<file path="src/rtl/alu_rs_pkg.sv">
// Shared widths, tag encoding, opcodes and the reservation-station entry layout.
package alu_rs_pkg;

    localparam int unsigned DATA_W = 32;
    localparam int unsigned TAG_W  = 4;
    localparam int unsigned OP_W   = 6;

    localparam logic [TAG_W-1:0] TAG_FREE = TAG_W'(0);

    typedef enum logic [OP_W-1:0] {
        OP_ADD  = 6'h01,
        OP_SUB  = 6'h02,
        OP_AND  = 6'h03,
        OP_OR   = 6'h04,
        OP_XOR  = 6'h05,
        OP_SLL  = 6'h06,
        OP_SRL  = 6'h07,
        OP_SRA  = 6'h08,
        OP_SLT  = 6'h09,
        OP_SLTU = 6'h0a
    } alu_op_e;

    typedef struct packed {
        logic              busy;
        logic [OP_W-1:0]   op;
        logic [DATA_W-1:0] data1;
        logic [TAG_W-1:0]  tag1;
        logic [DATA_W-1:0] data2;
        logic [TAG_W-1:0]  tag2;
        logic [TAG_W-1:0]  dest;
    } rs_entry_t;

    localparam rs_entry_t ENTRY_EMPTY = '{
        busy:  1'b0,
        op:    '0,
        data1: '0,
        tag1:  TAG_FREE,
        data2: '0,
        tag2:  TAG_FREE,
        dest:  '0
    };

    // True when a valid broadcast carries the tag an operand is waiting for.
    function automatic logic tag_hit(input logic en,
                                     input logic [TAG_W-1:0] bus_tag,
                                     input logic [TAG_W-1:0] op_tag);
        return en && (op_tag != TAG_FREE) && (op_tag == bus_tag);
    endfunction

endpackage

</file>
<file path="src/rtl/rs_prio_enc.sv">
// Lowest-index priority encoder: reports whether any request bit is set and where.
module rs_prio_enc #(
    parameter int unsigned N     = 8,
    parameter int unsigned IDX_W = (N > 1) ? $clog2(N) : 1
) (
    input  logic [N-1:0]     req,
    output logic             found_c,
    output logic [IDX_W-1:0] idx_c
);

    always_comb begin
        found_c = 1'b0;
        idx_c   = '0;
        for (int unsigned i = 0; i < N; i++) begin
            if (req[i] && !found_c) begin
                found_c = 1'b1;
                idx_c   = IDX_W'(i);
            end
        end
    end

endmodule

</file>
<file path="src/rtl/alu_rs.sv">
// ALU reservation station: buffers dispatched instructions, snoops the CDB for
// pending operands and issues the lowest-index ready entry to the ALU.
module alu_rs
    import alu_rs_pkg::*;
#(
    parameter int unsigned DEPTH = 8
) (
    input  logic              clk,
    input  logic              rst,
    input  logic              flush,
    input  logic              enAlloc,
    input  logic [OP_W-1:0]   allocOp,
    input  logic [DATA_W-1:0] allocDataO,
    input  logic [TAG_W-1:0]  allocTagO,
    input  logic [DATA_W-1:0] allocDataT,
    input  logic [TAG_W-1:0]  allocTagT,
    input  logic [TAG_W-1:0]  allocDestTag,
    output logic              rsFull,
    input  logic              enCDB,
    input  logic [TAG_W-1:0]  CDBTag,
    input  logic [DATA_W-1:0] CDBData,
    input  logic              aluReady,
    output logic              aluEn,
    output logic [OP_W-1:0]   aluOp,
    output logic [DATA_W-1:0] aluSrc1,
    output logic [DATA_W-1:0] aluSrc2,
    output logic [TAG_W-1:0]  aluDestTag
);

    localparam int unsigned IDX_W = $clog2(DEPTH);

    rs_entry_t        rs [DEPTH];
    logic [DEPTH-1:0] busy_vec;
    logic [DEPTH-1:0] ready_vec;
    logic             free_found;
    logic [IDX_W-1:0] free_idx;
    logic             iss_found;
    logic [IDX_W-1:0] iss_idx;
    logic             do_alloc;
    logic             do_issue;
    rs_entry_t        alloc_entry;

    // Occupancy and readiness come from registered state only.
    always_comb begin
        busy_vec  = '0;
        ready_vec = '0;
        for (int unsigned i = 0; i < DEPTH; i++) begin
            busy_vec[i]  = rs[i].busy;
            ready_vec[i] = rs[i].busy && (rs[i].tag1 == TAG_FREE) && (rs[i].tag2 == TAG_FREE);
        end
    end

    rs_prio_enc #(.N(DEPTH), .IDX_W(IDX_W)) u_free_enc (
        .req     (~busy_vec),
        .found_c (free_found),
        .idx_c   (free_idx)
    );

    rs_prio_enc #(.N(DEPTH), .IDX_W(IDX_W)) u_issue_enc (
        .req     (ready_vec),
        .found_c (iss_found),
        .idx_c   (iss_idx)
    );

    assign rsFull   = ~free_found;
    assign do_alloc = enAlloc && free_found;
    assign do_issue = aluReady && iss_found;

    // New entry, with operands already captured if the CDB is broadcasting their tag now.
    always_comb begin
        alloc_entry       = ENTRY_EMPTY;
        alloc_entry.busy  = 1'b1;
        alloc_entry.op    = allocOp;
        alloc_entry.dest  = allocDestTag;
        alloc_entry.data1 = allocDataO;
        alloc_entry.tag1  = allocTagO;
        alloc_entry.data2 = allocDataT;
        alloc_entry.tag2  = allocTagT;
        if (tag_hit(enCDB, CDBTag, allocTagO)) begin
            alloc_entry.data1 = CDBData;
            alloc_entry.tag1  = TAG_FREE;
        end
        if (tag_hit(enCDB, CDBTag, allocTagT)) begin
            alloc_entry.data2 = CDBData;
            alloc_entry.tag2  = TAG_FREE;
        end
    end

    // Alloc targets a non-busy slot, so it never collides with snoop or issue.
    always_ff @(posedge clk or posedge rst) begin
        if (rst) begin
            for (int unsigned i = 0; i < DEPTH; i++) rs[i] <= ENTRY_EMPTY;
        end else if (flush) begin
            for (int unsigned i = 0; i < DEPTH; i++) rs[i] <= ENTRY_EMPTY;
        end else begin
            for (int unsigned i = 0; i < DEPTH; i++) begin
                if (rs[i].busy && tag_hit(enCDB, CDBTag, rs[i].tag1)) begin
                    rs[i].data1 <= CDBData;
                    rs[i].tag1  <= TAG_FREE;
                end
                if (rs[i].busy && tag_hit(enCDB, CDBTag, rs[i].tag2)) begin
                    rs[i].data2 <= CDBData;
                    rs[i].tag2  <= TAG_FREE;
                end
                if (do_issue && (iss_idx == IDX_W'(i))) rs[i].busy <= 1'b0;
                if (do_alloc && (free_idx == IDX_W'(i))) rs[i] <= alloc_entry;
            end
        end
    end

    // Issue register; payload holds its value on idle cycles.
    always_ff @(posedge clk or posedge rst) begin
        if (rst) begin
            aluEn      <= 1'b0;
            aluOp      <= '0;
            aluSrc1    <= '0;
            aluSrc2    <= '0;
            aluDestTag <= '0;
        end else if (flush) begin
            aluEn      <= 1'b0;
            aluOp      <= '0;
            aluSrc1    <= '0;
            aluSrc2    <= '0;
            aluDestTag <= '0;
        end else begin
            aluEn <= do_issue;
            if (do_issue) begin
                aluOp      <= rs[iss_idx].op;
                aluSrc1    <= rs[iss_idx].data1;
                aluSrc2    <= rs[iss_idx].data2;
                aluDestTag <= rs[iss_idx].dest;
            end
        end
    end

endmodule
</file>
<file path="config.mk">
export PLATFORM = sky130hd
export DESIGN_NAME = alu_rs
export DESIGN_NICKNAME = d
export VERILOG_FILES = /design/src/rtl/alu_rs_pkg.sv /design/src/rtl/rs_prio_enc.sv /design/src/rtl/alu_rs.sv
export SDC_FILE = /design/constraint.sdc
export NUM_CORES = 2
export LEC_CHECK = 0
export CORE_ASPECT_RATIO = 0.6
export CORE_MARGIN = 2
export CORE_UTILIZATION = 30
export CTS_CLUSTER_SIZE = 20
export DETAILED_ROUTE_END_ITERATION = 12
export DONT_BUFFER_PORTS = 1
export GPL_TIMING_DRIVEN = 0
export PLACE_DENSITY_LB_ADDON = 0.08
export SYNTH_ARGS = -nofsm -noshare
export SYNTH_HDL_FRONTEND = slang
export SYNTH_SLANG_ARGS = --single-unit
</file>
<file path="constraint.sdc">
create_clock -name clk -period 29.7 [get_ports clk]
set_input_delay 1.485 -clock clk [delete_from_list [all_inputs] [get_ports clk]]
set_output_delay 1.485 -clock clk [all_outputs]
set_load 0.1 [all_outputs]
</file>
==> impl_metrics.py <==
metrics = {
    "placement": {
        "hpwl_um": 176000,
        "portBuffers": 0,
        "preCtsSetupSlack_ns": 24.35,
        "gp_congestion": 0.994,
        "placed_area_um2": 42100,
    },
    "finish": {
        "nFillCells": 13599,
        "drive_above_1_share": 0.0860,
        "finish.instance_area_um2": 44900,
        "final_util": 0.342,
        "final_nets": 4448,
        "syn2layout_area_growth_pct": 13.6,
    },
    "sta": {
        "rsz0062_at_grt": "no",
        "max_freq_mhz": 196,
        "setup_ws_ns": 24.59,
        "fin_setup_tns_ns": 0,
        "fin_crit_sh": 0.172,
        "skew_ns": 0.0392,
        "slew-limit-headroom": -0.141,
        "tightestPinTransition_ns": 1.71,
        "final_max_slew_viol_count": 98,
        "hold_viol": 0,
        "setup_viol": 0,
        "period_minus_slack_ns": 5.11,
    },
    "floorplanning": {
        "die_width_um": 473,
        "pin_count": 200,
        "rows": 103,
        "die_y_um": 285,
        "start_util": 0.301,
        "fp.coreArea_um2": 131000,
        "dieArea_um2": 135000,
    },
    "clock_tree": {
        "clkTransAtPathRegs_ns": 0.07,
        "tritoncts": "done",
        "cts-resized-gates": 0,
        "cts_made_buffers": 81,
        "hold_buffers": 0,
        "clk_latency_ns": 0.73,
        "cts_root_buf": "clkbuf_16",
        "cts-htree-levels": 3,
        "cts.sinks": 739,
        "clockBufferDepth": 3,
        "cts_setup_buffers": 0,
    },
    "power_and_ir_drop": {
        "cellLeakagePower_nw": 21.1,
        "p_comb_frac": 0.122,
        "p_sw_frac": 0.313,
        "intPower_mw": 1.71,
        "power_frac_seq": 0.433,
        "vdd_drop_max_mv": 0.0393,
        "p_switching_mw": 0.778,
        "fin_total_pwr_mw": 2.49,
        "power_density_nw_per_um2": 55.4,
        "p_clk_frac": 0.445,
    },
    "drt": {
        "avgViaCountPerCell": 6.42,
        "drtIter0Drc": 6304,
        "drt_wl_total_um": 259000,
        "ant_nets": 0,
        "wl_per_cell_um": 42.0,
        "vias": 39479,
        "first_pass_iters": 6,
        "drc": 0,
    },
    "yosys": {
        "synth_area_leaders": "dfrtp_1 47%, mux2i_1 12%, a211oi_1 8.3%",
        "syn_area_per_cell_um2": 9.36,
        "syn_area_um2": 39500,
        "syn_inst": 4226,
        "synth_top_area_cell": "dfrtp_1",
        "synth.net_count": 4350,
        "synth-edff-count": 0,
        "seq_area_frac_synth": 0.468,
        "synthArstFlopShare": 1.00,
        "yosysMostFrequentCell": "dfrtp_1",
        "synth_cell_types": 64,
        "yosys.area.top_type_share": 0.468,
        "ys_warn_count": 0,
        "yosys-top-cells-count": "739 x dfrtp_1, 584 x nor2_1, 539 x nand2_1, 462 x mux2i_1, 435 x a211oi_1",
        "ys_seq_elements": 739,
        "synthFlopType": "dfrtp_1",
    },
    "setup_path": {
        "r2r_cells": 9,
        "crit_slowest_cell": "clkbuf_1",
        "path_cells": "clkbuf_1, nand4b_1, and2_1, nand4b_1, nor2_1, clkbuf_1, clkbuf_2, nand2_1, o21ai_1",
        "start_kind": "register",
        "cp-startpoint": "busy_vec[1]",
        "critPathMaxStageDelay_ns": 1.30,
        "crit_family": "buffers and inverters",
        "rrSetupSlack_ns": 24.59,
        "cp.arrival_ns": 5.75,
        "critPathBufInv": 3,
        "critPathMaxFanout": 11,
        "crit_required_ns": 30.34,
        "timing.rr.end": "aluSrc2[22]",
        "rr_startpoint": "busy_vec[1]",
        "endpoint_kind": "register",
        "crit_type": "reg2reg",
    },
    "outcome": {
        "violations": "max-capacitance violations, max-slew violations",
        "outcome": "complete, but fails checks",
    },
    "worst_hold_path": {
        "hold_path.class": "reg2reg",
        "worstHoldStart": "rs[572]",
        "holdPathStages": 2,
        "hold_end": "rs[572]",
    },
    "global_route": {
        "grt_overflow_total": 0,
        "grt_pass1_wl_um": 342000,
        "grt_max_degree": 112,
        "antenna_found_initial": 51,
        "grt_usage": 0.374,
        "grt_pass1_vias": 36902,
    },
    "flow_run": {
        "max_cap_violations": 9,
    },
}
==> worst max-delay path by stage <==
stage	cells past startpoint	endpoint
4_1_cts	8	aluSrc1[17]
3_3_place_gp	1	aluSrc1[22]
5_1_grt	10	aluSrc1[12]
2_1_floorplan	1	aluDestTag[0]
6_report	9	aluSrc2[22]
3_5_place_dp	9	rs[138]
==> area by class of cell <==
type,instances,area [um^2],area share
multi-input cells,3008,19100,0.425
flip-flops and latches,739,18500,0.412
clock buffers,133,2580,0.0574
well taps,1732,2170,0.0482
plain buffers,477,2010,0.0448
repair buffers,15,328,0.00730
clock inverters,12,143,0.00317
diodes,36,90.1,0.00201
inverters,2,15.0,0.000334
==> power by group through the flow <==
stage	logic, mW	clock network [mW]	registers (mW)
6_report	0.303	1.11	1.08
5_1_grt	0.306	1.15	1.08
4_1_cts	0.286	1.10	1.08
3_5_place_dp	0.285	0	1.09
3_3_place_gp	0.280	0	1.10
2_1_floorplan	0.141	0	1.09
==> layer usage <==
layer,vias up,GRT usage,part of all wire
li1,15495,-,-
met1,20384,0.532,0.44
met2,2985,0.470,0.37
met3,577,0.183,0.14
met4,38,0.152,0.046
met5,-,0.00555,0.0015
==> worst register-to-register path, cell delays in order, from the launching register on <==
cell,delay [ns]
dfrtp_1,0.36
clkbuf_1,0.29
nand4b_1,0.44
and2_1,0.30
nand4b_1,0.34
nor2_1,0.63
clkbuf_1,1.30
clkbuf_2,0.98
nand2_1,0.20
o21ai_1,0.18
==> logic make-up after synthesis <==
family	synth area share
multiplexers	0.135
AO/OA/AOI/OAI	0.193
XOR/XNOR	0.0133
AND/OR/NAND/NOR	0.140
buffers and inverters	0.0499
flip-flops	0.468
==> cell usage in the layout, fill, tap and decap left out, types with 7 or more instances in the layout <==
cell type	synthesis	layout
a31oi_1	62	62
o21ai_0	48	47
o22ai_1	45	45
o21ai_1	19	20
clkbuf_1	340	327
a221o_1	9	9
clkinv_2	0	7
a32oi_1	13	13
dfrtp_1	739	739
or4_1	9	9
o41ai_1	64	64
xor2_1	34	34
a21oi_1	177	177
nor2_1	584	582
mux2_2	64	64
clkbuf_8	0	27
buf_2	95	98
and3_1	16	16
a22o_1	7	7
clkbuf_16	0	85
mux2i_1	462	462
o22a_1	16	16
nand3_1	94	94
a22oi_1	32	32
buf_1	26	23
nor2b_1	14	14
nand2_1	539	539
nand4_1	9	9
buf_4	12	13
o221ai_1	73	73
and2_1	9	9
xnor2_1	26	26
nor4_1	10	10
diode_2	0	36
nor3_1	40	38
a211oi_1	435	435
clkbuf_2	3	37
buf_16	0	8
a211o_1	43	43
==> sequential cells by signal, summed over array words and instances (netlist names) <==
register	flops
aluDestTag	4
aluEn	1
aluOp	6
aluSrc1	32
aluSrc2	32
busy_vec	8
rs	656
==> per-stage QoR <==
step	hold slack [ns]	std cells
floorplan	0.443	4226
global placement	0.460	5958
detailed placement	0.460	5971
CTS	0.480	6116
global route	0.497	6126
finish	0.480	6154
Note: power is estimated with default switching activity, not from simulation.
